==> src/rtl/exec_pkg.sv <==
// Shared types and constants for the picoMIPS run-control sequencer.
package exec_pkg;

  typedef enum logic [2:0] {
    IDLE  = 3'd0,
    RUN   = 3'd1,
    STEP  = 3'd2,
    PAUSE = 3'd3,
    DONE  = 3'd4
  } exec_state_t;

  localparam logic [2:0] HALT_OP_DEFAULT = 3'b111;

endpackage

==> src/rtl/exec_ctrl_btn_sync.sv <==
// Two-flop synchronizer plus rising-edge detector for an asynchronous pushbutton.
// A held button yields exactly one single-cycle pulse.
module btn_sync (
  input  logic clk,
  input  logic nreset,
  input  logic btn,
  output logic pulse
);

  logic meta;
  logic sync;
  logic prev;

  always_ff @(posedge clk) begin
    if (!nreset) begin
      meta <= 1'b0;
      sync <= 1'b0;
      prev <= 1'b0;
    end else begin
      meta <= btn;
      sync <= meta;
      prev <= sync;
    end
  end

  assign pulse = sync & ~prev;

endmodule

==> src/rtl/exec_ctrl.sv <==
// Run-control sequencer for picoMIPS: gates execution via cpu_en and counts executed instructions.
// Optional breakpoint support is compiled in when BREAKPOINT_EN is defined.
module exec_ctrl
  import exec_pkg::*;
#(
  parameter int         Psize   = 5,
  parameter int         CNTW    = 16,
  parameter logic [2:0] HALT_OP = HALT_OP_DEFAULT
) (
  input  logic             clk,
  input  logic             nreset,
  input  logic             run_btn,
  input  logic             step_btn,
  input  logic             halt_req,
  input  logic [Psize-1:0] pc_addr,
  input  logic [2:0]       opcode,
  input  logic [Psize-1:0] bp_addr,
  input  logic             bp_valid,
  output logic             cpu_en,
  output logic [2:0]       state,
  output logic             halted,
  output logic [CNTW-1:0]  instr_count
);

  exec_state_t st;
  logic        run_pulse;
  logic        step_pulse;
  logic        is_halt;
  logic        bp_stop;
  logic        stop;

  btn_sync u_run_sync (
    .clk    (clk),
    .nreset (nreset),
    .btn    (run_btn),
    .pulse  (run_pulse)
  );

  btn_sync u_step_sync (
    .clk    (clk),
    .nreset (nreset),
    .btn    (step_btn),
    .pulse  (step_pulse)
  );

  assign is_halt = (opcode == HALT_OP);

`ifdef BREAKPOINT_EN
  logic bp_skip;
  logic bp_hit;

  assign bp_hit  = bp_valid & (pc_addr == bp_addr);
  assign bp_stop = bp_hit & ~bp_skip;

  // Resuming from PAUSE lets the instruction sitting on the breakpoint execute once.
  always_ff @(posedge clk) begin
    if (!nreset) begin
      bp_skip <= 1'b0;
    end else if (st == PAUSE && run_pulse) begin
      bp_skip <= 1'b1;
    end else if (st == RUN && cpu_en) begin
      bp_skip <= 1'b0;
    end
  end
`else
  logic unused_bp;

  assign unused_bp = ^{bp_valid, bp_addr, pc_addr};
  assign bp_stop   = 1'b0;
`endif

  assign stop  = halt_req | is_halt | bp_stop;
  assign state = st;

  always_comb begin
    cpu_en = 1'b0;
    case (st)
      RUN:     cpu_en = ~stop;
      STEP:    cpu_en = ~is_halt;
      default: cpu_en = 1'b0;
    endcase
  end

  always_ff @(posedge clk) begin
    if (!nreset) begin
      st     <= IDLE;
      halted <= 1'b0;
    end else begin
      case (st)
        IDLE, PAUSE: begin
          if (run_pulse) begin
            st     <= RUN;
            halted <= 1'b0;
          end else if (step_pulse) begin
            st     <= STEP;
            halted <= 1'b0;
          end
        end
        RUN: begin
          if (is_halt) begin
            st     <= DONE;
            halted <= 1'b1;
          end else if (stop) begin
            st     <= PAUSE;
            halted <= 1'b1;
          end
        end
        // Single-step ignores pause requests and breakpoints; only HALT matters.
        STEP: begin
          st     <= is_halt ? DONE : PAUSE;
          halted <= 1'b1;
        end
        DONE: begin
          st     <= DONE;
          halted <= 1'b1;
        end
        default: begin
          st     <= IDLE;
          halted <= 1'b0;
        end
      endcase
    end
  end

  always_ff @(posedge clk) begin
    if (!nreset) begin
      instr_count <= '0;
    end else if (cpu_en && (instr_count != {CNTW{1'b1}})) begin
      instr_count <= instr_count + 1'b1;
    end
  end

endmodule
==> config.mk <==
export PLATFORM = sky130hd
export DESIGN_NAME = exec_ctrl
export DESIGN_NICKNAME = d
export VERILOG_FILES = /design/src/rtl/exec_pkg.sv /design/src/rtl/exec_ctrl_btn_sync.sv /design/src/rtl/exec_ctrl.sv
export SDC_FILE = /design/constraint.sdc
export NUM_CORES = 1
export LEC_CHECK = 0
export BUFFER_PORTS_ARGS = -buffer_cell sky130_fd_sc_hd__buf_2
export CORE_MARGIN = 3
export CORE_UTILIZATION = 50
export DETAILED_ROUTE_END_ITERATION = 8
export PLACE_DENSITY = 0.78
export SLEW_MARGIN = 20
export SYNTH_ARGS = -nofsm -noshare
export SYNTH_HDL_FRONTEND = slang
export SYNTH_SLANG_ARGS = --single-unit
==> constraint.sdc <==
create_clock -name clk -period 2 [get_ports clk]
set_input_delay 0 -clock clk [delete_from_list [all_inputs] [get_ports clk]]
set_output_delay 0 -clock clk [all_outputs]
set_load 0.01 [all_outputs]
==> results.yml, run 1 <==
finish:
  layout.nets: 202
  area_growth_pct: 18.66
  antenna_cells: 0
  post-route-util_pct: 63.01
  drive_gt1_share_pct: 24.31
grt:
  grt_max_degree: 24
  grt_use_total_pct: 18.81
  grt_pass1_vias: 1102
  grt_pass1_wl_um: 4912
  grt_overflow: 0
  antenna_found_initial: 0
sta:
  slew_violations: 0
  whs_ns: -0.004563
  period_needed_ns: 1.916
  finalSetupViolations: 0
  hold_viol_final: 1
  fmax_mhz: 522.0
  relSlewSlack_pct: 69.72
  finClkSkew_ns: 0.007730
  period_share_pct: 95.79
  tightest_slew_ns: 0.4537
route:
  drtAntennaViolNets: 0
  routed_wl_um: 3022
  drc_errors: 0
  drtIter0Drc: 47
  via_per_inst: 6.156
  via_count: 1299
  drtPass1Iterations: 5
  routedWlPerCell_um: 14.32
clock_tree:
  path_clk_slew_ns: 0.14
  clock_sinks: 26
  cts_tree: "done"
  clockBufferDepth: 2
  cts-root-buf: "clkbuf_4"
  cts_setup_buffers: 0
  clock_latency_ns: 0.33
  cts_made_buffers: 3
  htree_levels: 1
run_status:
  status: "finished with violations"
  violations: "hold timing"
floorplan:
  dieArea_mm2: 0.003309
  start_util_pct: 53.10
  fp.dieH_um: 57.53
  rows: 18
  die_x_um: 57.53
  pin_count: 40
  coreArea_mm2: 0.002500
critical_path:
  r2r_start: "instr_count[0]"
  slowest_delay_ns: 0.47
  crit_fanout: 23
  cp-startpoint: "instr_count[0]"
  worst_setup_path_end_kind: "flip-flop"
  cpMaxStageDelayCell: "or4_1"
  cp_top_family: "simple AND/OR/NAND/NOR gates"
  crit_arrival_ns: 2.18
  path_class: "reg2reg"
  cp.depth: 6
  r2r_cells: 6
  cp.required_ns: 2.26
  crit_chain: "ha_1 > and4_1 > and4bb_1 > buf_12 > or4_1 > a21oi_1"
  startpoint_type: "flip-flop"
  crit_buf_inv: 1
pwr:
  ir_drop_v: 0.0006339
  power_density_mw_per_mm2: 872.4
  power_leakage_uw: 0.0006199
placement:
  place_hpwl_um: 2156
  port_buffers: 28
  routabilityCongestion: 0.7611
synth:
  synth_area_per_cell_um2: 8.792
  synth_edf_count: 0
  synth_async_sr_flop_share_pct: 0
  synth_most_common_cell: "dfxtp_1"
  syn_area_mm2: 0.001328
  seq_area_frac_synth_pct: 39.21
  synth_top_cells_by_count: "dfxtp_1, a21oi_1, nand2_1, o31ai_1, or4_1"
  yosys.area.top_type: "dfxtp_1"
  synth_area_leaders: "dfxtp_1, o31ai_1, or4_1"
  ys_ff_latch: 26
  yosys_warnings: 0
  synth_cell_types: 41
  syn_nets: 171
  syn-instance-count: 151
  synth_ff_type: "dfxtp_1"
  synth_top_cell_area_share_pct: 39.21
run:
  maxCapViolCount: 0
min_path:
  min_path_type: "in2reg"
  holdPathStages: 2
  hold_start: "nreset"
==> per-layer routing <==
| metal | vias to the layer above | part of all wire (%) | track usage [%] | wire [µm] |
|---|---|---|---|---|
| met5 | - | 0 | 0 | 0 |
| met3 | 5 | 5.8 | 2.036 | 175 |
| met2 | 38 | 47 | 30.00 | 1416 |
| li1 | 648 | - | - | - |
| met1 | 608 | 46 | 25.28 | 1377 |
| met4 | 0 | 1.8 | 8.940 | 53 |
==> state kept, by name (all words and copies together), names as in the netlist <==
signal and flops:
halted 1, instr_count 16, state 3, u_run_sync.meta 1
u_run_sync.prev 1, u_run_sync.sync 1, u_step_sync.meta 1, u_step_sync.prev 1
u_step_sync.sync 1
==> worst register-to-register path, delay by kind of cell (launching register included) <==
family / cells / cell delay (ns)
and+or+nand+nor: 3 / 0.95
DFF: 1 / 0.34
AOI/OAI and AO/OA: 1 / 0.17
buffers and inverters: 1 / 0.16
adders and majority gates: 1 / 0.23
==> through the flow <==
stage          cells  worst slack (ns)  area, µm²  total power, µW  TNS (ns)
3_3_place_gp     205            0.1698       1505             1080         0
5_1_grt          211          -0.02472       1575             1456  -0.02472
2_1_floorplan    151            0.1871       1328            979.9         0
3_5_place_dp     205            0.1019       1505             1101         0
6_report         211           0.08419       1575             1374         0
4_1_cts          211           0.07457       1562             1369         0
==> worst paths after layout <==
path / end / slack [ns]
setup / recovery: instr_count[13] / 0.08
hold / removal: halted / -0.005
setup reg to reg: instr_count[13] / 0.08
hold reg to reg: u_step_sync.sync / 0.45
==> cells by family after synthesis <==
kind of cell,Yosys count,synth area share [%]
flip-flops,26,39.21
XOR/XNOR,1,0.6599
buffers and inverters,14,5.467
adder cells (fa/ha/maj),1,0.9424
multiplexers,2,1.602
AND/OR/NAND/NOR,63,29.78
AO/OA/AOI/OAI,44,22.34
==> power by group <==
group	total [µW]	leakage, µW	switching [µW]	internal, µW
Clock	272	0.0000210	160	112
Combinational	485	0.000387	264	221
Sequential	617	0.000212	51.2	566
Total	1370	0.000620	476	898
==> timing repair <==
| action | 4_1_cts | 5_1_grt |
|---|---|---|
| gates resized for setup | 0 | 3 |
| endpoints found under the hold margin | 2 | 0 |
| endpoints found under the setup margin | 0 | 3 |
| hold buffers | 2 | 0 |
==> cell usage in the layout (no fill, tap or decap), drive strengths merged, types with 2 or more instances in the layout <==
master,instances
nor4,3
and2,8
nor3b,2
inv,4
dfxtp,26
nand3,3
or4,10
nand2,10
buf,34
nor2b,4
o31ai,10
dlygate4sd3,2
clkbuf,4
nor2,3
or3,2
o21ai,5
and3,4
a31oi,3
o31a,4
a21boi,2
o21a,2
nand4,7
a21oi,13
and4,3
==> layout make-up <==
cell class,instances,area (µm²)
clock buffers,4,36.28
well taps,30,37.54
inverters,4,15.01
repair buffers,36,217.7
multi-input cells,111,747.0
flip-flops and latches,26,521.8
fillers,211,924.6
No activity file was read; power rests on OpenSTA's default activity.
==> run 2: changes to the inputs <==
GPL_TIMING_DRIVEN = 1   (was unset)
SETUP_SLACK_MARGIN = 0.5   (was unset)
==> run 2 against run 1 <==
The run now ends clean. Die area did not move. Non-clock buffer count grew 7. Sequential power grew 4.5%. Count of clock-buffer cells in the layout did not move. Routed wire length grew 25%. Total power is 11% higher.
==> results.yml, run 2 (same netlist as run 1, synthesis figures left out) <==
pwr:
  switching_share_pct: 34.75
  power_density_mw_per_mm2: 854.0
  seqPwrFrac_pct: 42.4
  p_switching_uw: 528.8
  power.combinational.fraction_pct: 40.4
  ir_drop_v: 0.0007315
  power_leakage_uw: 0.0006789
  internal_power_uw: 992.9
  p_clk_share_pct: 17.2
sta:
  slew_violations: 0
  period_share_pct: 84.60
  finClkSkew_ns: 0.004636
  tightest_slew_ns: 0.5525
  finalSetupViolations: 0
  whs_ns: 0.02138
  period_needed_ns: 1.692
  relSlewSlack_pct: 63.13
  finalSetupTns_ns: 0
  rsz0062_at_grt: "true"
  fmax_mhz: 591.0
  hold_viol_final: 0
grt:
  antenna_found_initial: 0
  grt_overflow: 0
  grt_pass1_wl_um: 6065
  grt_use_total_pct: 23.36
  grt_max_degree: 24
  grt_pass1_vias: 1261
run_status:
  status: "finished, final reports clean"
floorplan:
  start_util_pct: 53.10
  dieArea_mm2: 0.003309
  coreArea_mm2: 0.002500
  die_x_um: 57.53
  rows: 18
  fp.dieH_um: 57.53
  pin_count: 40
clock_tree:
  htree_levels: 1
  cts_made_buffers: 3
  path_clk_slew_ns: 0.14
  cts_tree: "done"
  clockBufferDepth: 2
  clock_latency_ns: 0.32
  cts-root-buf: "clkbuf_4"
  clock_sinks: 26
finish:
  regMostFlops: "instr_count"
  regArea_um2: 541.8
  layout_commonest_cell: "buf_2"
  area_growth_pct: 34.21
  drive_gt1_share_pct: 39.47
  multi_input_area_um2: 877.1
  most-common-layout-cells: "buf_2, dfxtp_1, buf_4"
  layout.nets: 211
  nFillCells: 200
  post-route-util_pct: 71.27
  largest_reg_flops: 16
  antenna_cells: 0
critical_path:
  cpMaxStageDelayCell: "or4_4"
  worst_setup_path_end_kind: "flip-flop"
  startpoint_type: "flip-flop"
  slowest_delay_ns: 0.52
  cp.required_ns: 2.25
  path_class: "reg2reg"
  crit_arrival_ns: 1.94
  crit_fanout: 23
  crit_chain: "nor3b_4 > o21ai_2 > buf_12 > or4_4 > a21oi_2"
placement:
  routabilityCongestion: 0.8517
  place_hpwl_um: 2185
  port_buffers: 28
min_path:
  min_path_type: "in2reg"
route:
  routed_wl_um: 3772
  via_per_inst: 6.305
  routedWlPerCell_um: 17.15
  drtPass1Iterations: 4
  via_count: 1387
  drc_errors: 0
  drtAntennaViolNets: 0
  drtIter0Drc: 50
run:
  maxCapViolCount: 0
-- run 2: cell count changes in the layout (fill, tap and decap cells not counted), sizes merged --
cell and delta:
and4bb +2, buf +7
-- run 2: repair_timing --
item | in CTS | in global routing
endpoints found under the hold margin | 2 | 0
setup buffers | 10 | 1
gates cloned | 2 | 0
gates resized for setup | 20 | 6
pin swaps | 10 | 0
setup endpoints to repair | 18 | 18
hold buffers | 2 | 0
-- run 2: path summary, 6_finish.rpt --
kind	from	to	slack (ns)	depth (start not counted)
min	nreset	instr_count[9]	0.02	2
max reg2reg	state[0]	instr_count[13]	0.31	5
max	state[0]	instr_count[13]	0.31	5
min reg2reg	u_step_sync.meta	u_step_sync.sync	0.44	1
-- run 2: power by group through the flow --
stage | logic [µW] | registers (µW) | clock network (µW)
floorplan | 373 | 640 | 0
global placement | 459 | 662 | 0
detailed placement | 475 | 668 | 0
CTS | 605 | 642 | 269
global route | 674 | 651 | 287
finish | 615 | 645 | 261
-- run 2: critical path, delay by kind of cell, from the launching register on --
family / cells / cell delay, ns
DFF: 1 / 0.42
AOI/OAI and AO/OA: 2 / 0.26
buffers and inverters: 1 / 0.16
and+or+nand+nor: 2 / 0.77
-- run 2: final cells by class --
cell class              count  share of cell area [%]
well taps                  30                   2.107
multi-input cells         113                   49.23
clock buffers               4                   2.037
flip-flops and latches     26                   30.41
repair buffers             43                   15.38
inverters                   4                  0.8427
-- run 2: stage by stage --
stage               power [µW]  setup WS, ns  instances  cell area, µm²
finish                    1522        0.3079        220            1782
global route              1612        0.2524        220            1782
CTS                       1516        0.3504        219            1750
detailed placement        1142       0.08946        201            1523
global placement          1121        0.1339        201            1523
floorplan                 1014        0.3494        151            1383
-- run 2: metal layers --
metal | GRT usage (%) | up-vias | routed length (µm)
met5 | 0 | - | 0
met4 | 8.609 | 0 | 70
met3 | 4.525 | 8 | 219
met2 | 38.39 | 46 | 1906
met1 | 30.22 | 670 | 1577
li1 | - | 663 | -
